--- config.mk ---
export PLATFORM = sky130hd
export DESIGN_NAME = rv_control_unit_flat
export DESIGN_NICKNAME = d
export VERILOG_FILES = /design/src/rtl/rv_control_pkg.sv /design/src/rtl/rv_control_if.sv /design/src/rtl/rv_alu_decoder.sv /design/src/rtl/rv_control_unit.sv /design/src/flat_wrapper.sv
export SDC_FILE = /design/constraint.sdc
export NUM_CORES = 1
export LEC_CHECK = 0
export ABC_AREA = 1
export CELL_PAD_IN_SITES_DETAIL_PLACEMENT = 1
export CELL_PAD_IN_SITES_GLOBAL_PLACEMENT = 1
export CORE_MARGIN = 4
export CORE_UTILIZATION = 19
export CTS_CLUSTER_SIZE = 12
export DETAILED_ROUTE_END_ITERATION = 12
export PLACE_DENSITY = 0.82
export SLEW_MARGIN = 0
export SYNTH_ARGS = -nofsm -noshare
export SYNTH_HDL_FRONTEND = slang
export SYNTH_HIERARCHICAL = 1
export SYNTH_SLANG_ARGS = --single-unit
--- constraint.sdc ---
create_clock -name clk -period 1.7 [get_ports clk]
set_input_delay 0.34 -clock clk [delete_from_list [all_inputs] [get_ports clk]]
set_output_delay 0.34 -clock clk [all_outputs]
set_load 0.05 [all_outputs]
--- src/rtl/rv_control_pkg.sv ---
// Shared encodings for the RV32I main decoder: opcodes, ALU/immediate enums and
// the bundled control word.
package rv_control_pkg;

  localparam logic [6:0] OPC_R     = 7'b0110011;
  localparam logic [6:0] OPC_I     = 7'b0010011;
  localparam logic [6:0] OPC_LOAD  = 7'b0000011;
  localparam logic [6:0] OPC_STORE = 7'b0100011;
  localparam logic [6:0] OPC_BR    = 7'b1100011;
  localparam logic [6:0] OPC_JAL   = 7'b1101111;
  localparam logic [6:0] OPC_JALR  = 7'b1100111;
  localparam logic [6:0] OPC_LUI   = 7'b0110111;

  typedef enum logic [3:0] {
    ALU_ADD  = 4'b0000,
    ALU_SUB  = 4'b0001,
    ALU_AND  = 4'b0010,
    ALU_OR   = 4'b0011,
    ALU_XOR  = 4'b0100,
    ALU_SLL  = 4'b0101,
    ALU_SRL  = 4'b0110,
    ALU_SRA  = 4'b0111,
    ALU_SLT  = 4'b1000,
    ALU_SLTU = 4'b1001
  } alu_ctrl_e;

  typedef enum logic [2:0] {
    IMM_I = 3'b000,
    IMM_S = 3'b001,
    IMM_B = 3'b010,
    IMM_J = 3'b011,
    IMM_U = 3'b100
  } imm_src_e;

  typedef enum logic [1:0] {
    ALUOP_ADD = 2'b00,
    ALUOP_SUB = 2'b01,
    ALUOP_RFN = 2'b10,
    ALUOP_IFN = 2'b11
  } alu_op_e;

  typedef struct packed {
    logic      reg_write;
    imm_src_e  imm_src;
    logic      alu_src;
    logic      mem_write;
    logic      result_src;
    logic      branch;
    logic      jump;
    alu_ctrl_e alu_control;
    logic      illegal;
  } ctrl_t;

endpackage

--- src/rtl/rv_control_if.sv ---
// Instruction-field inputs and decoded control outputs of the main decoder.
interface rv_control_if;
  logic [6:0] opcode;
  logic [2:0] funct3;
  logic [6:0] funct7;
  logic       reg_write;
  logic [2:0] imm_src;
  logic       alu_src;
  logic       mem_write;
  logic       result_src;
  logic       branch;
  logic       jump;
  logic [3:0] alu_control;
  logic       illegal_instr;
  logic       illegal_sticky;

  modport master (
    output opcode, funct3, funct7,
    input  reg_write, imm_src, alu_src, mem_write, result_src, branch, jump,
           alu_control, illegal_instr, illegal_sticky
  );

  modport slave (
    input  opcode, funct3, funct7,
    output reg_write, imm_src, alu_src, mem_write, result_src, branch, jump,
           alu_control, illegal_instr, illegal_sticky
  );
endinterface

--- src/rtl/rv_alu_decoder.sv ---
// Second-level decode: alu_op class plus funct3/funct7[5] to the ALU control code.
module rv_alu_decoder
  import rv_control_pkg::*;
(
  input  alu_op_e    alu_op_i,
  input  logic [2:0] funct3_i,
  input  logic       funct7_5_i,
  output alu_ctrl_e  alu_control_o
);

  always_comb begin
    alu_control_o = ALU_ADD;
    case (alu_op_i)
      ALUOP_ADD: alu_control_o = ALU_ADD;
      ALUOP_SUB: alu_control_o = ALU_SUB;
      default: begin
        case (funct3_i)
          // immediate forms have no subtract; funct7 there is part of the immediate
          3'b000:  alu_control_o = (alu_op_i == ALUOP_RFN && funct7_5_i) ? ALU_SUB : ALU_ADD;
          3'b001:  alu_control_o = ALU_SLL;
          3'b010:  alu_control_o = ALU_SLT;
          3'b011:  alu_control_o = ALU_SLTU;
          3'b100:  alu_control_o = ALU_XOR;
          3'b101:  alu_control_o = funct7_5_i ? ALU_SRA : ALU_SRL;
          3'b110:  alu_control_o = ALU_OR;
          default: alu_control_o = ALU_AND;
        endcase
      end
    endcase
  end

endmodule

--- src/rtl/rv_control_unit.sv ---
// RV32I main decoder with sticky illegal-opcode flag.
// CONTROL_REG_OUT_EN: register all decode outputs (1-cycle latency); default combinational.
module rv_control_unit
  import rv_control_pkg::*;
(
  input logic         clk,
  input logic         rst_n,
  rv_control_if.slave bus
);

  ctrl_t     dec_d;
  ctrl_t     full_d;
  ctrl_t     ctrl_out;
  alu_op_e   alu_op;
  alu_ctrl_e alu_ctrl;
  logic      sticky_q;

  always_comb begin
    dec_d  = '0;
    alu_op = ALUOP_ADD;
    case (bus.opcode)
      OPC_R: begin
        dec_d.reg_write = 1'b1;
        alu_op          = ALUOP_RFN;
      end
      OPC_I: begin
        dec_d.reg_write = 1'b1;
        dec_d.alu_src   = 1'b1;
        alu_op          = ALUOP_IFN;
      end
      OPC_LOAD: begin
        dec_d.reg_write  = 1'b1;
        dec_d.alu_src    = 1'b1;
        dec_d.result_src = 1'b1;
      end
      OPC_STORE: begin
        dec_d.imm_src   = IMM_S;
        dec_d.alu_src   = 1'b1;
        dec_d.mem_write = 1'b1;
      end
      OPC_BR: begin
        dec_d.imm_src = IMM_B;
        dec_d.branch  = 1'b1;
        alu_op        = ALUOP_SUB;
      end
      OPC_JAL: begin
        dec_d.reg_write = 1'b1;
        dec_d.imm_src   = IMM_J;
        dec_d.jump      = 1'b1;
      end
      OPC_JALR: begin
        dec_d.reg_write = 1'b1;
        dec_d.alu_src   = 1'b1;
        dec_d.jump      = 1'b1;
      end
      OPC_LUI: begin
        dec_d.reg_write = 1'b1;
        dec_d.imm_src   = IMM_U;
        dec_d.alu_src   = 1'b1;
      end
      default: dec_d.illegal = 1'b1;
    endcase
  end

  rv_alu_decoder u_alu_dec (
    .alu_op_i      (alu_op),
    .funct3_i      (bus.funct3),
    .funct7_5_i    (bus.funct7[5]),
    .alu_control_o (alu_ctrl)
  );

  always_comb begin
    full_d             = dec_d;
    full_d.alu_control = alu_ctrl;
  end

`ifdef CONTROL_REG_OUT_EN
  ctrl_t ctrl_q;

  always_ff @(posedge clk or negedge rst_n) begin
    if (!rst_n) ctrl_q <= '0;
    else        ctrl_q <= full_d;
  end

  assign ctrl_out = ctrl_q;
`else
  // reset must blank outputs even though nothing here is clocked
  assign ctrl_out = rst_n ? full_d : '0;
`endif

  // tracks the live decode, so it sets on the same edge in both output modes
  always_ff @(posedge clk or negedge rst_n) begin
    if (!rst_n)              sticky_q <= 1'b0;
    else if (full_d.illegal) sticky_q <= 1'b1;
  end

  assign bus.reg_write      = ctrl_out.reg_write;
  assign bus.imm_src        = ctrl_out.imm_src;
  assign bus.alu_src        = ctrl_out.alu_src;
  assign bus.mem_write      = ctrl_out.mem_write;
  assign bus.result_src     = ctrl_out.result_src;
  assign bus.branch         = ctrl_out.branch;
  assign bus.jump           = ctrl_out.jump;
  assign bus.alu_control    = ctrl_out.alu_control;
  assign bus.illegal_instr  = ctrl_out.illegal;
  assign bus.illegal_sticky = sticky_q;

endmodule

--- src/flat_wrapper.sv ---
// flat-port wrapper written by rule: the top's interface ports become plain ports
module rv_control_unit_flat import rv_control_pkg::*;
  (clk, rst_n, bus_opcode, bus_funct3, bus_funct7, bus_reg_write, bus_imm_src, bus_alu_src, bus_mem_write, bus_result_src, bus_branch, bus_jump, bus_alu_control, bus_illegal_instr, bus_illegal_sticky);
  rv_control_if bus_i ();
  input logic clk;
  input logic rst_n;
  input wire logic [$bits(bus_i.opcode)-1:0] bus_opcode;
  input wire logic [$bits(bus_i.funct3)-1:0] bus_funct3;
  input wire logic [$bits(bus_i.funct7)-1:0] bus_funct7;
  output wire logic [$bits(bus_i.reg_write)-1:0] bus_reg_write;
  output wire logic [$bits(bus_i.imm_src)-1:0] bus_imm_src;
  output wire logic [$bits(bus_i.alu_src)-1:0] bus_alu_src;
  output wire logic [$bits(bus_i.mem_write)-1:0] bus_mem_write;
  output wire logic [$bits(bus_i.result_src)-1:0] bus_result_src;
  output wire logic [$bits(bus_i.branch)-1:0] bus_branch;
  output wire logic [$bits(bus_i.jump)-1:0] bus_jump;
  output wire logic [$bits(bus_i.alu_control)-1:0] bus_alu_control;
  output wire logic [$bits(bus_i.illegal_instr)-1:0] bus_illegal_instr;
  output wire logic [$bits(bus_i.illegal_sticky)-1:0] bus_illegal_sticky;
  assign bus_i.opcode = bus_opcode;
  assign bus_i.funct3 = bus_funct3;
  assign bus_i.funct7 = bus_funct7;
  assign bus_reg_write = bus_i.reg_write;
  assign bus_imm_src = bus_i.imm_src;
  assign bus_alu_src = bus_i.alu_src;
  assign bus_mem_write = bus_i.mem_write;
  assign bus_result_src = bus_i.result_src;
  assign bus_branch = bus_i.branch;
  assign bus_jump = bus_i.jump;
  assign bus_alu_control = bus_i.alu_control;
  assign bus_illegal_instr = bus_i.illegal_instr;
  assign bus_illegal_sticky = bus_i.illegal_sticky;
  rv_control_unit u_core (.clk(clk), .rst_n(rst_n), .bus(bus_i));
endmodule
# == After elaboration in Yosys (flattened, before gate mapping) ==
# Index checks and enable logic that the tools add are counted.
# totals
word_cells,38
ramBits,0
ff_bits,1
latch_bits,0
memories,0
romBits,0
out_inout_bits,15
# classes
n_bitwise,0
n_shift,0
eq_ne,16
reduce_logical,7
n_mux,14
add_sub_neg,0
mul,0
magnitude_cmp,0
n_div,0
# op_table
cell,n
$pmux W4 S7,1
$eq A7 B6 Y1 const B,3
$eq A7 B7 Y1 const B,3
$mux W14,1
$pmux W3 S4,1
$eq A3 B3 Y1 const B,3
$mux W1,9
$pmux W4 S2,1
$reduce_or A8 Y1,1
$eq A7 B2 Y1 const B,1
$eq A7 B5 Y1 const B,1
$eq A3 B2 Y1 const B,2
$pmux W2 S3,1
$reduce_or A6 Y1,1
$reduce_or A5 Y1,1
$eq A3 B1 Y1 const B,1
$logic_not A3 Y1,1
$eq A2 B1 Y1 const B,1
$eq A2 B2 Y1 const B,1
$logic_not A2 Y1,1
$reduce_or A2 Y1,1
$logic_and A1 B1 Y1,1

# == Longest topological paths before layout ==
# Gate-level depths: netlist of run 1.
# logic_depth
ltp_word,8
depth_mapped,12

# == By module ==
# The synthesis of run 1 kept the hierarchy.
# modules_own_cells
mod,seq_area_each_um2,cells_each,area_each_um2,n_inst
rv_control_unit,25.0,65,370.4,1
rv_alu_decoder,0.0,18,75.1,1

# == Worst setup path after synthesis of run 1 ==
# OpenSTA, ideal clock, no wires.
# synth_timing
kind,in2out
startpoint,input bus_opcode[4]
endpoint,output bus_mem_write
stages,3
t_arrival_ns,1.964
setup_slack_ns,-0.604
cell_sequence,inv_2 nand2_2 nor4_1
# synth_via
elab_chain_len,3
# synth_lines
element,line,source
from (decl),flat_wrapper.sv:7,input wire logic [$bits(bus_i.opcode)-1:0] bus_opcode;
$eq A7 B6 Y1,rv_control_unit.sv:21,case (bus.opcode)
$mux W1,rv_control_unit.sv:21,
$mux W14,rv_control_unit.sv:88,assign ctrl_out = rst_n ? full_d : '0;
to (decl),flat_wrapper.sv:13,output wire logic [$bits(bus_i.mem_write)-1:0] bus_mem_write;
# Every way passes these cells.

# == Worst setup path in the final report of run 1 ==
# layout_timing
startpoint,input bus_opcode[3]
endpoint,output bus_alu_control[0]
# layout_via
elab_chain_len,8
elab_cells_between_ends,12
cone_classes,eq/ne: 5; mux: 5; reduce/logical: 2
# layout_lines
element,line,source
$eq A7 B7 Y1 (tied with other cells),rv_control_unit.sv:21,
$pmux W2 S3 (*),rv_control_unit.sv:21,
net u_core.alu_op[0],rv_control_unit.sv:14,alu_op_e alu_op;
$eq A2 B2 Y1,rv_alu_decoder.sv:19,3'b000: alu_control_o = (alu_op_i == ALUOP_RFN && funct7_5_i) ? ALU_SUB : ALU_ADD;
$logic_and A1 B1 Y1,rv_alu_decoder.sv:19,
$mux W1,rv_alu_decoder.sv:19,
$pmux W4 S7,rv_alu_decoder.sv:17,case (funct3_i)
$pmux W4 S2 (*),rv_alu_decoder.sv:13,case (alu_op_i)
net u_core.alu_ctrl[0],rv_control_unit.sv:15,alu_ctrl_e alu_ctrl;
$mux W14 (*),rv_control_unit.sv:88,
to (decl),flat_wrapper.sv:17,output wire logic [$bits(bus_i.alu_control)-1:0] bus_alu_control;
# Mark *: on every way through the listed nets, which the timed path passes. The rest lies on a longest branch.

==> impl_metrics.ini, run 1 <==
[outcome]
status = complete, but fails checks
violations = setup timing

[timing]
slew_headroom_pct = 84.71
slew_viol_final = 0
fin_ws_ns = -0.09955
period_share_pct = 105.9
holdWs_ns = 0.4527
period_needed_ns = 1.800
fin_skew_ns = 0
setup_viol = 3
max_freq_ghz = 0.5557
hold_viol_final = 0
worstMarginPinSlew_ns = 0.2284
rsz0062_at_grt = yes

[grt]
grt_pass1_vias = 792
grt_pass1_wl_mm = 3.553
grt-ovfl-total = 0
grt_usage_pct = 13.65
grt_max_degree = 7
antenna_found_initial = 0

[synth]
seq_area_frac_synth_pct = 5.618
synth.top_cells.by_area = nand2_1, nor2_1, nand2_2
ys.warnings.count = 6
syn_area_per_cell_um2 = 5.367
synth-seq-cells = 1
synth_cell_type_count = 17
synth_top_area_share_pct = 17.70
synth_area_um2 = 445.4
synth_top_cell_by_area = nand2_1
synth_nets = 102
syn_inst = 83

[die]
dieHeight_um = 56.42
ioPinCount = 34
core_um2 = 2212
dieArea_um2 = 3183
initial_core_util_pct = 20.14
dieWidth_um = 56.42
placementRows = 17

[clock_network]
clkTransAtPathRegs_ns = 0
hold_buffers = 0
clk_latency_ns = 0

[job]
maxCapViolations = 0

[final_layout]
layout.cells.non_filler = 163
final_area_um2 = 1289
antenna_cells = 0
fin_nets = 156
areaGrowthSynthToFinish_pct = 189.3
drive_gt1_share_pct = 74.07
largest_register_ffs = 1

[power]
p_total_mw = 0.2099
leakagePower_nw = 0.6621
powerDensity_nw_per_um2 = 162.9
ir_worst_vdd_mv = 0.1038

[detailed_routing]
drt_iter0_markers = 5
wl_per_cell_um = 14.00
dr.pass1.iters = 2
drc = 0
vias = 709
drt_wl_total_mm = 2.282
ant_nets = 0
via_per_inst = 4.350

[setup_path]
critical_path.top_delay_family = buffers and inverters
end_kind = output pin
slowest_stage = buf_12
critical_path_class = input port to output pin
crit_chain = buf_8 -> inv_6 -> nand2_4 -> nor2_8 -> buf_12 -> nand2_4 -> o21ai_2 -> inv_1 -> nand3_1 -> a21oi_1 -> nand2_1 -> nand2_1 -> nand2_1 -> inv_2 -> buf_12
reg2regPathDepth = 2
r2r-start = u_core/bus.illegal_sticky
cpPeakStageDelay_ns = 0.14
cpMostUsedCell = nand2_1
worstPathArrival_ns = 1.46
rrSetupSlack_ns = 1.13
crit_buf_inv = 6
critPathMaxFanout = 4
r2r-end = u_core/bus.illegal_sticky
cp.required_ns = 1.36
critPathLaunchType = input port

[placed_design]
dpl.hpwl_mm = 1.602
postPlaceCellArea_um2 = 1031
io_buffers = 27
dp.cells = 155
dp_slack_ns = -0.6037
gp_congestion = 0.7306

[worst_hold_path]
hold_class = input port to async pin
==> how the worst max path moves through the flow <==
| stage | cells past startpoint | startpoint | to | slack (ns) |
|---|---|---|---|---|
| 6_report | 15 | bus_opcode[3] | bus_alu_control[0] | -0.1 |
| 5_1_grt | 15 | bus_opcode[3] | bus_alu_control[0] | -0.22 |
| 4_1_cts | 14 | bus_opcode[3] | bus_alu_control[0] | -0.19 |
| 3_3_place_gp | 13 | bus_opcode[0] | bus_alu_control[0] | -0.51 |
| 2_1_floorplan | 5 | bus_opcode[4] | bus_imm_src[0] | -0.10 |
| 3_5_place_dp | 13 | bus_opcode[0] | bus_alu_control[0] | -0.60 |
==> placed cells by master (no fill, tap or decap), types with 2 or more instances in the layout <==
master	count
a21oi_4	2
inv_1	3
nand3_4	2
nand2_4	10
nand2_8	2
nor2_1	6
inv_4	6
inv_2	6
nor3_2	2
nor2_4	7
nand2_1	16
buf_4	24
dlygate4sd2_1	4
buf_6	5
buf_2	2
nand2_2	4
buf_12	15
nor2_2	7
nand3_1	2
==> through the flow <==
| stage | util (%) | setup TNS (ns) |
|---|---|---|
| 6_report | 58.26 | -0.1697 |
| 4_1_cts | 52.55 | -0.2298 |
| 3_5_place_dp | 46.61 | -5.614 |
| 3_3_place_gp | 46.61 | -4.846 |
| 2_1_floorplan | - | -0.2771 |
| 5_1_grt | 58.26 | -0.7441 |
==> power by group <==
part | switching [mW] | internal [mW] | leakage (nW)
logic | 0.0994 | 0.0862 | 0.653
registers | 0 | 0.0242 | 0.00875
clock network | 0 | 0 | 0
total | 0.0994 | 0.110 | 0.662
==> what timing repair did <==
item / 4_1_cts / 5_1_grt
endpoints found under the setup margin: 15 / 10
buffers inserted: 8 / 3
gates cloned: 0 / 0
pin swaps: 22 / 23
gates resized for setup: 68 / 25
==> kinds of logic after synthesis <==
kind of cell | Yosys count | synth area share [%]
compound gates | 5 | 5.617
flops | 1 | 5.617
simple gates | 61 | 75.28
buf+inv | 16 | 13.48
==> area by class of cell <==
cell class	count	area [um^2]
Timing Repair Buffer	52	606.8
Fill cell	262	923.4
Multi-Input combinational cell	66	541.8
Inverter	16	80.08
Sequential cell	1	25.02
Tap cell	28	35.03
==> Yosys cell counts, drive strengths merged <==
cell    n
or2     1
nand2  32
dfrtp   1
o21ai   1
inv    16
nor3    2
nor4    1
a21oi   4
nor2   21
nand3   4
==> worst register-to-register path: stages (launching register included) <==
cell and delay [ns]:
dfrtp_1 0.36, inv_1 0.05, nand2_1 0.04
==> layer usage <==
layer | GRT usage (%) | wire length [um] | vias up
met3 | 1.149 | 87 | 2
met1 | 13.51 | 813 | 328
met4 | 1.017 | 25 | 0
met2 | 30.20 | 1356 | 25
met5 | 0 | 0 | -
li1 | - | - | 354
No activity file was read; power rests on OpenSTA's default activity.
==> run 2: changes to the inputs <==
--- a/config.mk
+++ b/config.mk
@@ -12,7 +12,7 @@
 export CORE_UTILIZATION = 19
 export CTS_CLUSTER_SIZE = 12
 export DETAILED_ROUTE_END_ITERATION = 12
-export PLACE_DENSITY = 0.82
+export PLACE_DENSITY = 0.86
 export SLEW_MARGIN = 0
 export SYNTH_ARGS = -nofsm -noshare
 export SYNTH_HDL_FRONTEND = slang
==> run 2 against run 1 <==
- the run still ends with setup timing left
- maximum frequency decreased by 2.7%
- flip-flop and latch count unchanged
- critical path depth decreased by 1
- register-to-register slack got worse by 0.04 ns
- critical endpoint unchanged
- cell count increased by 4.9%
- wire length increased by 22%
==> impl_metrics.ini, run 2 (synthesized netlist as in run 1, its figures left out) <==
[outcome]
status = complete, but fails checks
violations = setup timing

[setup_path]
end_kind = output pin
rrSetupSlack_ns = 1.09
cpPeakStageDelay_ns = 0.15
crit_chain = buf_8 -> inv_6 -> nand2_4 -> nor2_8 -> nand3_4 -> o21ai_2 -> inv_1 -> nand3_2 -> a21oi_2 -> nand2_1 -> nand2_1 -> nand2_1 -> inv_2 -> buf_12
critPathCapture = bus_alu_control[0]
startpoint = bus_opcode[3]
reg2regPathDepth = 2
slowest_stage = o21ai_2
critPathLaunchType = input port
critical_path_class = input port to output pin
critPathMaxFanout = 5
r2r-start = u_core/bus.illegal_sticky
worstPathArrival_ns = 1.51
cp.required_ns = 1.36
r2r-end = u_core/bus.illegal_sticky
cpMostUsedCell = nand2_1

[timing]
worstMarginPinSlew_ns = 0.2097
fin_ws_ns = -0.1492
slew_headroom_pct = 85.97
period_share_pct = 108.8
period_needed_ns = 1.849
fin_skew_ns = 0
max_freq_ghz = 0.5408
hold_viol_final = 0
rsz0062_at_grt = yes
slew_viol_final = 0
setup_viol = 8
holdWs_ns = 0.4528

[detailed_routing]
via_per_inst = 4.421
drc = 0
drt_iter0_markers = 2
wl_met3_um = 118
vias = 756
dr.pass1.iters = 2
m1WireLength_mm = 1.006
route.met2.wl_mm = 1.666
drt_wl_total_mm = 2.791
top_layer = met3
ant_nets = 0
wl_per_cell_um = 16.32

[placed_design]
postPlaceCellArea_um2 = 1039
io_buffers = 27
dpl.hpwl_mm = 1.641
dp.cells = 156
gp_congestion = 0.7241

[final_layout]
fillers = 252
seq_area_um2 = 25.02
multi_input_area_um2 = 581.8
final_cell_mix = buf_4, buf_12, nand2_1, nand2_4, nor2_4
areaGrowthSynthToFinish_pct = 220.5
fin_nets = 164
largest_register_ffs = 1
final_area_um2 = 1428
antenna_cells = 0
layout.cells.non_filler = 171
layout_commonest_cell = buf_4
drive_gt1_share_pct = 81.12

[power]
clockPowerShare_pct = 0
p_total_mw = 0.2317
p_int_mw = 0.1208
p_sw_share_pct = 47.86
powerDensity_nw_per_um2 = 162.3
ir_worst_vdd_mv = 0.08725
p_seq_share_pct = 10.5
leakagePower_nw = 0.7458
combPwrFrac_pct = 89.5
p_sw_mw = 0.1109

[die]
dieHeight_um = 56.42
ioPinCount = 34
placementRows = 17
core_um2 = 2212
initial_core_util_pct = 20.14
dieWidth_um = 56.42
dieArea_um2 = 3183

[grt]
grt_pass1_vias = 884
grt_max_degree = 10
grt_pass1_wl_mm = 4.091
grt-ovfl-total = 0
antenna_found_initial = 0
grt_usage_pct = 15.76

[worst_hold_path]
hold_class = input port to async pin

[job]
maxCapViolations = 0

[clock_network]
clk_latency_ns = 0
clkTransAtPathRegs_ns = 0
## run 2: metal layers
metal | global-route usage (%) | vias up
met5 | 0 | -
met4 | 2.373 | 0
met3 | 2.069 | 0
met2 | 32.51 | 24
met1 | 16.64 | 364
li1 | - | 368
## run 2: critical path: cells and delay by family
family                 cells  cell delay (ns)
AND/OR/NAND/NOR            7             0.54
AO/OA/AOI/OAI              2             0.20
buffers and inverters      5             0.42
## run 2: how the worst min path moves through the flow
stage,start,to,slack (ns),cells past startpoint
final,rst_n,u_core/bus.illegal_sticky,0.45,2
after global routing,rst_n,u_core/bus.illegal_sticky,0.49,2
after CTS,rst_n,u_core/bus.illegal_sticky,0.45,2
after detailed placement,u_core/bus.illegal_sticky,u_core/bus.illegal_sticky,0.48,2
after global placement,u_core/bus.illegal_sticky,u_core/bus.illegal_sticky,0.45,2
after floorplan,rst_n,u_core/bus.illegal_sticky,0.04,0
## run 2: power by group through the flow
stage | Clock [mW] | Sequential (mW) | Combinational (mW)
floorplan | 0 | 0.0242 | 0.0601
global placement | 0 | 0.0242 | 0.142
detailed placement | 0 | 0.0242 | 0.148
CTS | 0 | 0.0242 | 0.173
global route | 0 | 0.0242 | 0.221
finish | 0 | 0.0242 | 0.207
## run 2: layout make-up
cell class                 count  area share, %
timing repair buffer          60          49.25
sequential                     1          1.753
inverter                      16          5.784
tap                           28          2.454
multi-input combinational     66          40.75
## run 2: through the flow
| stage | utilization (%) | worst slack [ns] | setup TNS, ns |
|---|---|---|---|
| floorplan | - | -0.1029 | -0.2771 |
| global placement | 46.95 | -0.5056 | -4.901 |
| detailed placement | 46.95 | -0.6148 | -5.796 |
| CTS | 54.07 | -0.1623 | -0.4790 |
| global route | 64.54 | -0.2191 | -1.015 |
| finish | 64.54 | -0.1492 | -0.4484 |
## run 2: timing repair
action                                  in CTS  in global routing
resized for setup                           72                 44
setup buffers                                8                  9
hold buffers                                 0                  0
pin swaps                                   19                 33
endpoints found under the setup margin      15                 13
==> run 3: changes to the inputs <==
--- a/config.mk
+++ b/config.mk
@@ -6,13 +6,14 @@
 export NUM_CORES = 1
 export LEC_CHECK = 0
 export ABC_AREA = 1
-export CELL_PAD_IN_SITES_DETAIL_PLACEMENT = 1
-export CELL_PAD_IN_SITES_GLOBAL_PLACEMENT = 1
+export CELL_PAD_IN_SITES_DETAIL_PLACEMENT = 0
+export CELL_PAD_IN_SITES_GLOBAL_PLACEMENT = 2
 export CORE_MARGIN = 4
-export CORE_UTILIZATION = 19
+export CORE_UTILIZATION = 14
+export CTS_BUF_LIST = sky130_fd_sc_hd__clkbuf_16
 export CTS_CLUSTER_SIZE = 12
 export DETAILED_ROUTE_END_ITERATION = 12
-export PLACE_DENSITY = 0.86
+export PLACE_DENSITY = 0.88
 export SLEW_MARGIN = 0
 export SYNTH_ARGS = -nofsm -noshare
 export SYNTH_HDL_FRONTEND = slang
==> run 3 against run 2 <==
- the run still ends with setup timing left
- combinational power decreased by 23%
- via count is 15% lower
- sequential share of layout area rose by 0.38 points
- critical path type unchanged
- worst setup slack gained 0.081 ns
- register-to-register slack improved by 0.04 ns
- global-route usage fell by 8.5 points
- flip-flop and latch count stayed put
- cell count increased by 0.58%
==> impl_metrics.ini, run 3 (synthesized netlist as in run 1, its figures left out) <==
[detailed_routing]
drt_iter0_markers = 14
dr.pass1.iters = 3
top_layer = met4
route.met2.wl_um = 838
via_per_inst = 3.756
m1WireLength_um = 644
drt_wl_total_mm = 1.582
ant_nets = 0
wl_per_cell_um = 9.198
wl_met3_um = 76
drc = 0
vias = 646

[clock_network]
clkTransAtPathRegs_ns = 0
clk_latency_ns = 0

[timing]
fin_ws_ns = -0.06784
worstMarginPinSlew_ns = 0.2157
slew_headroom_pct = 85.57
fin_skew_ns = 0
slew_viol_final = 0
period_share_pct = 104.0
max_freq_ghz = 0.5657
hold_viol_final = 0
period_needed_ns = 1.768
rsz0062_at_grt = yes
fin_setup_tns_ns = -0.09238
setup_viol = 2

[grt]
grt-ovfl-total = 0
grt_pass1_vias = 671
grt_pass1_wl_mm = 2.608
antenna_found_initial = 0
grt_max_degree = 10
grt_usage_pct = 7.301

[power]
p_sw_mw = 0.08624
p_int_mw = 0.09806
ir_worst_vdd_mv = 0.07938
combPwrFrac_pct = 86.9
leakagePower_nw = 0.6087
p_seq_share_pct = 13.1
p_total_mw = 0.1843
p_sw_share_pct = 46.79
clockPowerShare_pct = 0
powerDensity_nw_per_um2 = 157.2

[setup_path]
worstPathArrival_ns = 1.43
critical_path.top_delay_family = buffers and inverters
crit_buf_inv = 3
critical_path_class = input port to output pin
cp.required_ns = 1.36
crit_chain = clkdlybuf4s50_1 -> nand2_1 -> nand2_1 -> nand2_1 -> nand2_1 -> nand2_1 -> nand2_1 -> nand2_1 -> inv_2 -> buf_12
critPathMaxFanout = 2
critPathLaunchType = input port
cpMostUsedCell = nand2_1
cpPeakStageDelay_ns = 0.50
end_kind = output pin
slowest_stage = clkdlybuf4s50_1

[die]
core_um2 = 3053
ioPinCount = 34
dieHeight_um = 64.41
placementRows = 20
dieWidth_um = 64.41
initial_core_util_pct = 14.59
dieArea_um2 = 4148

[final_layout]
antenna_cells = 0
fin_nets = 149
drive_gt1_share_pct = 72.66
layout.cells.non_filler = 172
areaGrowthSynthToFinish_pct = 163.2
largest_register_ffs = 1
final_cell_mix = buf_4, nand2_1, buf_12
layout_commonest_cell = buf_4

[outcome]
status = complete, but fails checks
violations = setup timing

[placed_design]
dp.cells = 170
gp_congestion = 0.8406
dpl.hpwl_mm = 1.334
dp_slack_ns = -0.5525
io_buffers = 27

[worst_hold_path]
hold_class = input port to async pin

[job]
maxCapViolations = 0
-- run 3: cell types whose count changed in the layout (fill, tap and decap cells not counted), sizes merged --
cell,delta
buf,-15
clkinv,-1
inv,+1
dlymetal6s2s,-1
clkdlybuf4s50,+1
-- run 3: worst reg2reg max path, stage by stage, from the launching register on --
cell,delay (ns)
dfrtp_1,0.35
inv_1,0.06
nand2_1,0.05
-- run 3: repair_timing --
action                     in CTS  in global routing
gates resized for setup        63                 13
pin swaps                      17                 15
hold buffers                    0                  0
setup endpoints to repair      15                  7
setup buffers                   2                  1
-- run 3: power groups by stage --
stage / logic, mW / registers, mW / clock network (mW)
after floorplan: 0.0601 / 0.0242 / 0
after CTS: 0.155 / 0.0242 / 0
after detailed placement: 0.144 / 0.0242 / 0
after global routing: 0.171 / 0.0242 / 0
final: 0.160 / 0.0242 / 0
after global placement: 0.143 / 0.0242 / 0
-- run 3: area by class of cell --
| type | count | area, um^2 |
|---|---|---|
| fillers | 333 | 1881 |
| repair buffers | 45 | 535.5 |
| multi-input cells | 66 | 484.2 |
| inverters | 16 | 72.57 |
| well taps | 44 | 55.05 |
| flip-flops and latches | 1 | 25.02 |
-- run 3: path summary, 6_finish.rpt --
check / from / endpoint / slack, ns / depth (start not counted)
min in group clk: u_core/bus.illegal_sticky / u_core/bus.illegal_sticky / 0.45 / 2
max in group asynchronous: rst_n / u_core/bus.illegal_sticky / 1.16 / 2
min: rst_n / u_core/bus.illegal_sticky / 0.44 / 2
min reg2reg: u_core/bus.illegal_sticky / u_core/bus.illegal_sticky / 0.45 / 2
max reg2reg: u_core/bus.illegal_sticky / u_core/bus.illegal_sticky / 1.13 / 2
max: bus_funct7[5] / bus_alu_control[0] / -0.07 / 10
-- run 3: routing by layer --
metal	vias to the layer above	GRT usage, %
met2	19	14.18
met1	286	8.255
met4	0	1.847
met3	2	0.8787
li1	339	-
met5	-	0
-- run 3: stage by stage --
stage          hold slack, ns  cell area (um^2)  util [%]
2_1_floorplan         0.04441             460.4         -
3_3_place_gp           0.4559              1044     34.18
3_5_place_dp           0.4575              1044     34.18
4_1_cts                0.4432              1121     36.72
5_1_grt                0.4597              1172     38.40
6_report               0.4393              1172     38.40
